$ cat src/rtl/cpu_run_ctrl_pkg.sv
`default_nettype none
// ============================================================================
//  Module      : cpu_run_ctrl_pkg
//  Description : Shared constants and state encoding for the CPU run controller.
//  Revision    : 1.0 - initial release
// ============================================================================
package cpu_run_ctrl_pkg;

    localparam int unsigned c_DATA_W = 32;

    typedef logic [1:0] state_t;

    localparam state_t c_ST_IDLE  = 2'd0;
    localparam state_t c_ST_RESET = 2'd1;
    localparam state_t c_ST_RUN   = 2'd2;
    localparam state_t c_ST_DONE  = 2'd3;

endpackage
`default_nettype wire

$ cat src/rtl/cpu_run_ctrl_if.sv
`default_nettype none
// ============================================================================
//  Module      : cpu_run_ctrl_if
//  Description : Control/status bundle between the run controller and its host.
//  Revision    : 1.0 - initial release
// ============================================================================
interface cpu_run_ctrl_if
    import cpu_run_ctrl_pkg::*;
();

    logic                start;
    logic                abort;
    logic [c_DATA_W-1:0] reg_a0;
    logic                cpu_rst;
    logic                cpu_halt;
    logic                done;
    logic                timeout;
    logic                aborted;
    logic [c_DATA_W-1:0] result;
    logic [c_DATA_W-1:0] cycles;

    modport master (
        output start, abort, reg_a0,
        input  cpu_rst, cpu_halt, done, timeout, aborted, result, cycles
    );

    modport slave (
        input  start, abort, reg_a0,
        output cpu_rst, cpu_halt, done, timeout, aborted, result, cycles
    );

endinterface
`default_nettype wire

$ cat src/rtl/cpu_run_ctrl_a0_stable_detect.sv
`default_nettype none
// ============================================================================
//  Module      : a0_stable_detect
//  Description : Tracks how many consecutive cycles reg_a0 has not changed.
//  Revision    : 1.0 - initial release
// ============================================================================
module a0_stable_detect
    import cpu_run_ctrl_pkg::*;
(
    input  wire logic                clk,
    input  wire logic                rst,
    input  wire logic                clear,
    input  wire logic [c_DATA_W-1:0] value,
    output logic      [c_DATA_W-1:0] stable_cnt
);

    logic [c_DATA_W-1:0] r_a0_prev;
    logic [c_DATA_W-1:0] r_cnt;
    logic [c_DATA_W-1:0] w_cnt_next;

    // stable_cnt is the post-update count so the caller can exit in the same cycle
    always_comb begin
        w_cnt_next = r_cnt;
        if (clear || (value != r_a0_prev)) begin
            w_cnt_next = '0;
        end else if (r_cnt != '1) begin
            w_cnt_next = r_cnt + 32'd1;
        end
    end

    always_ff @(posedge clk) begin
        if (rst) begin
            r_a0_prev <= '0;
            r_cnt     <= '0;
        end else begin
            r_a0_prev <= value;
            r_cnt     <= w_cnt_next;
        end
    end

    assign stable_cnt = w_cnt_next;

endmodule
`default_nettype wire

$ cat src/rtl/cpu_run_ctrl.sv
`default_nettype none
// ============================================================================
//  Module      : cpu_run_ctrl
//  Description : Sequences reset/run/halt of a CPU core and latches its result.
//  Revision    : 1.0 - initial release
// ============================================================================
module cpu_run_ctrl
    import cpu_run_ctrl_pkg::*;
#(
    parameter int unsigned RST_CYCLES    = 3,
    parameter int unsigned MAX_CYCLES    = 2000,
    parameter int unsigned STABLE_CYCLES = 64
) (
    input  wire logic     clk,
    input  wire logic     rst,
    cpu_run_ctrl_if.slave bus
);

    localparam logic [c_DATA_W-1:0] c_HOLD_LAST  = c_DATA_W'(RST_CYCLES - 1);
    localparam logic [c_DATA_W-1:0] c_MAX_CYC    = c_DATA_W'(MAX_CYCLES);
    localparam logic [c_DATA_W-1:0] c_STABLE_CYC = c_DATA_W'(STABLE_CYCLES);

    if (RST_CYCLES < 1) begin : g_bad_rst_cycles
        $error("cpu_run_ctrl: RST_CYCLES must be at least 1");
    end
    if (MAX_CYCLES < 1) begin : g_bad_max_cycles
        $error("cpu_run_ctrl: MAX_CYCLES must be at least 1");
    end

    state_t              r_state,   w_state_next;
    logic [c_DATA_W-1:0] r_hold,    w_hold_next;
    logic [c_DATA_W-1:0] r_cycles,  w_cycles_next;
    logic [c_DATA_W-1:0] r_result,  w_result_next;
    logic                r_timeout, w_timeout_next;
    logic                r_aborted, w_aborted_next;
    logic [c_DATA_W-1:0] w_cycles_inc;
    logic [c_DATA_W-1:0] w_stable_cnt;
    logic                w_stable_clear;
    logic                w_stable_hit;

    // cycles is zero only on the first RUN cycle, which restarts the stability window
    assign w_stable_clear = (r_state != c_ST_RUN) || (r_cycles == '0);

    a0_stable_detect u_stable (
        .clk        (clk),
        .rst        (rst),
        .clear      (w_stable_clear),
        .value      (bus.reg_a0),
        .stable_cnt (w_stable_cnt)
    );

    assign w_stable_hit = (STABLE_CYCLES != 0) && (w_stable_cnt == c_STABLE_CYC);

    always_comb begin
        w_state_next   = r_state;
        w_hold_next    = r_hold;
        w_cycles_next  = r_cycles;
        w_result_next  = r_result;
        w_timeout_next = r_timeout;
        w_aborted_next = r_aborted;
        w_cycles_inc   = r_cycles + 32'd1;
        case (r_state)
            c_ST_IDLE, c_ST_DONE: begin
                if (bus.start) begin
                    w_state_next   = c_ST_RESET;
                    w_hold_next    = '0;
                    w_cycles_next  = '0;
                    w_result_next  = '0;
                    w_timeout_next = 1'b0;
                    w_aborted_next = 1'b0;
                end
            end
            c_ST_RESET: begin
                if (r_hold == c_HOLD_LAST) begin
                    w_state_next = c_ST_RUN;
                end else begin
                    w_hold_next = r_hold + 32'd1;
                end
            end
            c_ST_RUN: begin
                w_cycles_next = w_cycles_inc;
                if (bus.abort) begin
                    w_aborted_next = 1'b1;
                    w_result_next  = bus.reg_a0;
                    w_state_next   = c_ST_DONE;
                end else if (w_stable_hit) begin
                    w_result_next  = bus.reg_a0;
                    w_state_next   = c_ST_DONE;
                end else if (w_cycles_inc == c_MAX_CYC) begin
                    w_timeout_next = 1'b1;
                    w_result_next  = bus.reg_a0;
                    w_state_next   = c_ST_DONE;
                end
            end
            default: begin
                w_state_next = c_ST_IDLE;
            end
        endcase
    end

    always_ff @(posedge clk) begin
        if (rst) begin
            r_state   <= c_ST_IDLE;
            r_hold    <= '0;
            r_cycles  <= '0;
            r_result  <= '0;
            r_timeout <= 1'b0;
            r_aborted <= 1'b0;
        end else begin
            r_state   <= w_state_next;
            r_hold    <= w_hold_next;
            r_cycles  <= w_cycles_next;
            r_result  <= w_result_next;
            r_timeout <= w_timeout_next;
            r_aborted <= w_aborted_next;
        end
    end

    assign bus.cpu_rst  = (r_state == c_ST_IDLE) || (r_state == c_ST_RESET);
    assign bus.cpu_halt = (r_state == c_ST_DONE);
    assign bus.done     = (r_state == c_ST_DONE);
    assign bus.timeout  = r_timeout;
    assign bus.aborted  = r_aborted;
    assign bus.result   = r_result;
    assign bus.cycles   = r_cycles;

endmodule
`default_nettype wire
$ cat src/flat_wrapper.sv
// flat-port wrapper written by rule: the top's interface ports become plain ports
module cpu_run_ctrl_flat import cpu_run_ctrl_pkg::*;
#(
    parameter int unsigned RST_CYCLES    = 3,
    parameter int unsigned MAX_CYCLES    = 2000,
    parameter int unsigned STABLE_CYCLES = 64
)
  (clk, rst, bus_start, bus_abort, bus_reg_a0, bus_cpu_rst, bus_cpu_halt, bus_done, bus_timeout, bus_aborted, bus_result, bus_cycles);
  cpu_run_ctrl_if bus_i ();
  input  wire logic clk;
  input  wire logic rst;
  input wire logic [$bits(bus_i.start)-1:0] bus_start;
  input wire logic [$bits(bus_i.abort)-1:0] bus_abort;
  input wire logic [$bits(bus_i.reg_a0)-1:0] bus_reg_a0;
  output wire logic [$bits(bus_i.cpu_rst)-1:0] bus_cpu_rst;
  output wire logic [$bits(bus_i.cpu_halt)-1:0] bus_cpu_halt;
  output wire logic [$bits(bus_i.done)-1:0] bus_done;
  output wire logic [$bits(bus_i.timeout)-1:0] bus_timeout;
  output wire logic [$bits(bus_i.aborted)-1:0] bus_aborted;
  output wire logic [$bits(bus_i.result)-1:0] bus_result;
  output wire logic [$bits(bus_i.cycles)-1:0] bus_cycles;
  assign bus_i.start = bus_start;
  assign bus_i.abort = bus_abort;
  assign bus_i.reg_a0 = bus_reg_a0;
  assign bus_cpu_rst = bus_i.cpu_rst;
  assign bus_cpu_halt = bus_i.cpu_halt;
  assign bus_done = bus_i.done;
  assign bus_timeout = bus_i.timeout;
  assign bus_aborted = bus_i.aborted;
  assign bus_result = bus_i.result;
  assign bus_cycles = bus_i.cycles;
  cpu_run_ctrl #(.RST_CYCLES(RST_CYCLES), .MAX_CYCLES(MAX_CYCLES), .STABLE_CYCLES(STABLE_CYCLES)) u_core (.clk(clk), .rst(rst), .bus(bus_i));
endmodule
$ cat config.mk
export PLATFORM = sky130hd
export DESIGN_NAME = cpu_run_ctrl_flat
export DESIGN_NICKNAME = d
export VERILOG_FILES = /design/src/rtl/cpu_run_ctrl_pkg.sv /design/src/rtl/cpu_run_ctrl_if.sv /design/src/rtl/cpu_run_ctrl_a0_stable_detect.sv /design/src/rtl/cpu_run_ctrl.sv /design/src/flat_wrapper.sv
export SDC_FILE = /design/constraint.sdc
export NUM_CORES = 1
export LEC_CHECK = 0
export ABC_CLOCK_PERIOD_IN_PS = 6860
export BUFFER_PORTS_ARGS = -buffer_cell sky130_fd_sc_hd__buf_4
export CORE_UTILIZATION = 55
export DETAILED_ROUTE_END_ITERATION = 6
export GPL_ROUTABILITY_DRIVEN = 1
export PLACE_DENSITY = 0.76
export SYNTH_ARGS = -nofsm -noshare
export SYNTH_HDL_FRONTEND = slang
export SYNTH_HIERARCHICAL = 1
export SYNTH_SLANG_ARGS = --single-unit
$ cat constraint.sdc
create_clock -name clk -period 6.86 [get_ports clk]
set_input_delay 0.343 -clock clk [delete_from_list [all_inputs] [get_ports clk]]
set_output_delay 0.343 -clock clk [all_outputs]
set_load 0.01 [all_outputs]
==> flow_summary.yaml <==
outcome:
  status: "finished, final reports clean"
timing:
  finalCriticalPeriod_ns: 4.93
  period_share_pct: 71.9
  fin_setup_tns_ns: 0
  max-slew-margin-rel_pct: 29.2
  worst_slew_pin_slew_ns: 1.06
  clock_skew_ns: 0.00798
  setup_viol: 0
  slew_viol_final: 0
  hold_viol_final: 0
  rsz0062_at_grt: "false"
  fmax_mhz: 203
hold_path:
  hold_path_end: "u_core/u_stable/r_a0_prev[11]"
  min_delay_path_depth: 2
  worstHoldStart: "bus_reg_a0[11]"
  hold_path_class: "in2reg"
yosys:
  ys_seq_area_share_pct: 35.7
  syn_avg_cell_area_um2: 8.50
  syn-instance-count: 1083
  synth_edf_count: 0
  synth_nets: 1130
  synth_seq_cells: 164
  ys_types: 68
  synth-main-ff-cell: "dfxtp_1"
  async_flop_share_pct: 0
  yosysWarnings: 6
  synth_area_mm2: 0.00921
floorplan:
  initial_utilization_pct: 57.1
  fp.dieH_um: 131
  fp.dieW_um: 131
  core_mm2: 0.0161
  row_count: 46
  die-area_mm2: 0.0173
  ioPinCount: 105
clock_tree:
  cts_hold_buf: 0
  cts_buffers: 17
  cts_resized: 0
  clkSinkCount: 164
  cts_tree: "done"
  cts-htree-levels: 4
  root_buffer: "clkbuf_16"
  clk_latency_ns: 0.42
  clk_pin_slew_ns: 0.06
  cts_setup_buffers: 0
  clock_path_buffers: 2
job:
  max-cap-violations: 0
detailed_routing:
  drt-vias-per-instance: 5.99
  via_count: 8086
  wl_um: 21800
  first_iter_violations: 686
  ant_nets: 0
  drc: 0
  post_drt_wl_per_cell_um: 16.2
  drt-pass1-iter-count: 5
pwr:
  peakVddDrop_mv: 0.250
  p_per_area_mw_per_mm2: 240
  p_leak_nw: 3.72
grt:
  grt_start_max_net_pins: 104
  use_met2_pct: 38.9
  grt_antenna_before_repair: 0
  grt_first_pass_wirelength_um: 35400
  overflow: 0
  grt_use_met1_pct: 33.3
  top_usage_layer: "met2"
  grt_use_total_pct: 24.8
  grt_pass1_vias: 7125
  use_met3_pct: 5.71
critical_path:
  cp_max_fo: 64
  r2r_start: "u_core/bus.cycles[0]"
  required_ns: 7.19
  critical_path_class: "reg2reg"
  startpoint_type: "flip-flop"
  rrSetupSlack_ns: 1.93
  reg2reg_to: "u_core/bus.result[6]"
  reg2reg_depth: 18
  worstPathArrival_ns: 5.26
  worst_setup_path_end_kind: "flip-flop"
place:
  dpl_cell_area_mm2: 0.00986
  dpl.hpwl_um: 14400
  gp_congestion: 0.903
  numPortBuffers: 104
final_layout:
  syn_to_final_growth_pct: 13.2
  final_area_mm2: 0.0104
  final_core_util_pct: 64.7
  n_antenna_cell: 0
  layout.nets: 1170
  drive_gt1_share_pct: 19.5
  n_fill_cell: 1392
cell usage in the layout (no fill, tap or decap), types with 14 or more instances in the layout:
cell type and count:
nand3_1 29, and4_1 16, clkbuf_16 17, o21ai_0 35, o41ai_2 28, nand2_1 91, a311oi_1 14, xor2_1 31
nand4_1 27, nor2_1 108, a31oi_1 19, nor3_2 29, o21ai_1 32, buf_4 109, nor4_1 27, nor2b_1 64
and3_1 18, inv_1 21, xnor2_1 51, dfxtp_1 164, a21oi_1 43, and2_1 14, nor3_1 19
critical path, cell delays in order, from the launching register on:
cell and delay [ns]:
dfxtp_1 0.51, inv_1 0.09, ha_1 0.20, nor4b_1 0.14, and4_1 0.18, nand3_1 0.08
o31ai_1 0.09, a211o_1 0.31, nor4_4 0.25, nand4_4 0.80, a21oi_1 0.40, nor4_1 0.10
nand4_1 0.12, o21bai_1 0.14, nor2_1 0.11, o21a_2 0.44, buf_4 0.58, o21ai_1 0.15
o41ai_2 0.08
through the flow:
stage               instances  setup slack [ns]  hold slack [ns]  power (mW)
floorplan                1083              3.31            0.466        1.45
global placement         1320              2.13            0.483        1.60
detailed placement       1320              1.97            0.488        1.61
CTS                      1350              1.96            0.140        2.52
global route             1350              1.58            0.146        2.62
finish                   1350              1.93            0.157        2.51
report_power, final:
group	total, mW	internal [mW]	switching [mW]
sequential	1.02	0.990	0.0279
clock	0.904	0.517	0.387
combinational	0.583	0.169	0.414
total	2.51	1.68	0.828
synth_stat cells (all sizes together), types with 29 or more instances:
cell | number | area [um2]
dfxtp | 164 | 3280
nor2 | 109 | 409
nand2 | 92 | 345
o21ai | 67 | 335
nor2b | 64 | 400
xnor2 | 51 | 447
clkbuf | 50 | 188
nor3 | 49 | 402
a21oi | 43 | 215
buf | 39 | 270
o41ai | 32 | 490
nand3 | 31 | 165
nand4 | 31 | 228
xor2 | 31 | 272
nor4 | 29 | 211
state kept, by name (all words and copies together), names as in the netlist:
signal and flops:
u_core/bus.cycles 32, u_core/bus.aborted 1, u_core/bus.result 32, u_core/u_stable/r_cnt 32, u_core/bus.timeout 1, u_core/r_state 2, u_core/u_stable/r_a0_prev 32, u_core/r_hold 32
final cells by class:
class / count / area (um2) / share of cell area [%]
clock buffer: 20 / 457 / 4.38
clock inverter: 10 / 103 / 0.985
inverter: 21 / 78.8 / 0.756
multi-input combinational: 809 / 5400 / 51.8
sequential: 164 / 3280 / 31.5
tap: 216 / 270 / 2.59
timing repair buffer: 110 / 830 / 7.96
layer usage:
layer  vias up  part of all wire [%]
li1       3965                     -
met4         0                   1.4
met3        24                   5.7
met5         -                     0
met2       248                    47
met1      3849                    46
kinds of logic after synthesis:
kind of cell             share of synthesized area [%]
adder cells (fa/ha/maj)                           1.49
AND/OR/NAND/NOR                                   29.9
multiplexers                                     0.340
AO/OA/AOI/OAI                                     19.0
flip-flops                                        35.7
XOR/XNOR                                          7.80
buffers and inverters                             5.83
how the worst max path moves through the flow:
stage,to,startpoint,slack [ns],cells past startpoint
final,u_core/bus.result[6],u_core/bus.cycles[0],1.93,18
after global routing,u_core/bus.result[20],u_core/bus.cycles[0],1.58,18
after CTS,u_core/bus.result[6],u_core/bus.cycles[0],1.96,18
after detailed placement,u_core/bus.result[6],u_core/bus.cycles[0],1.97,18
after global placement,u_core/bus.result[6],u_core/bus.cycles[0],2.13,18
after floorplan,u_core/bus.result[10],u_core/r_state[0],3.31,19
Note: power is estimated with default switching activity, not from simulation.
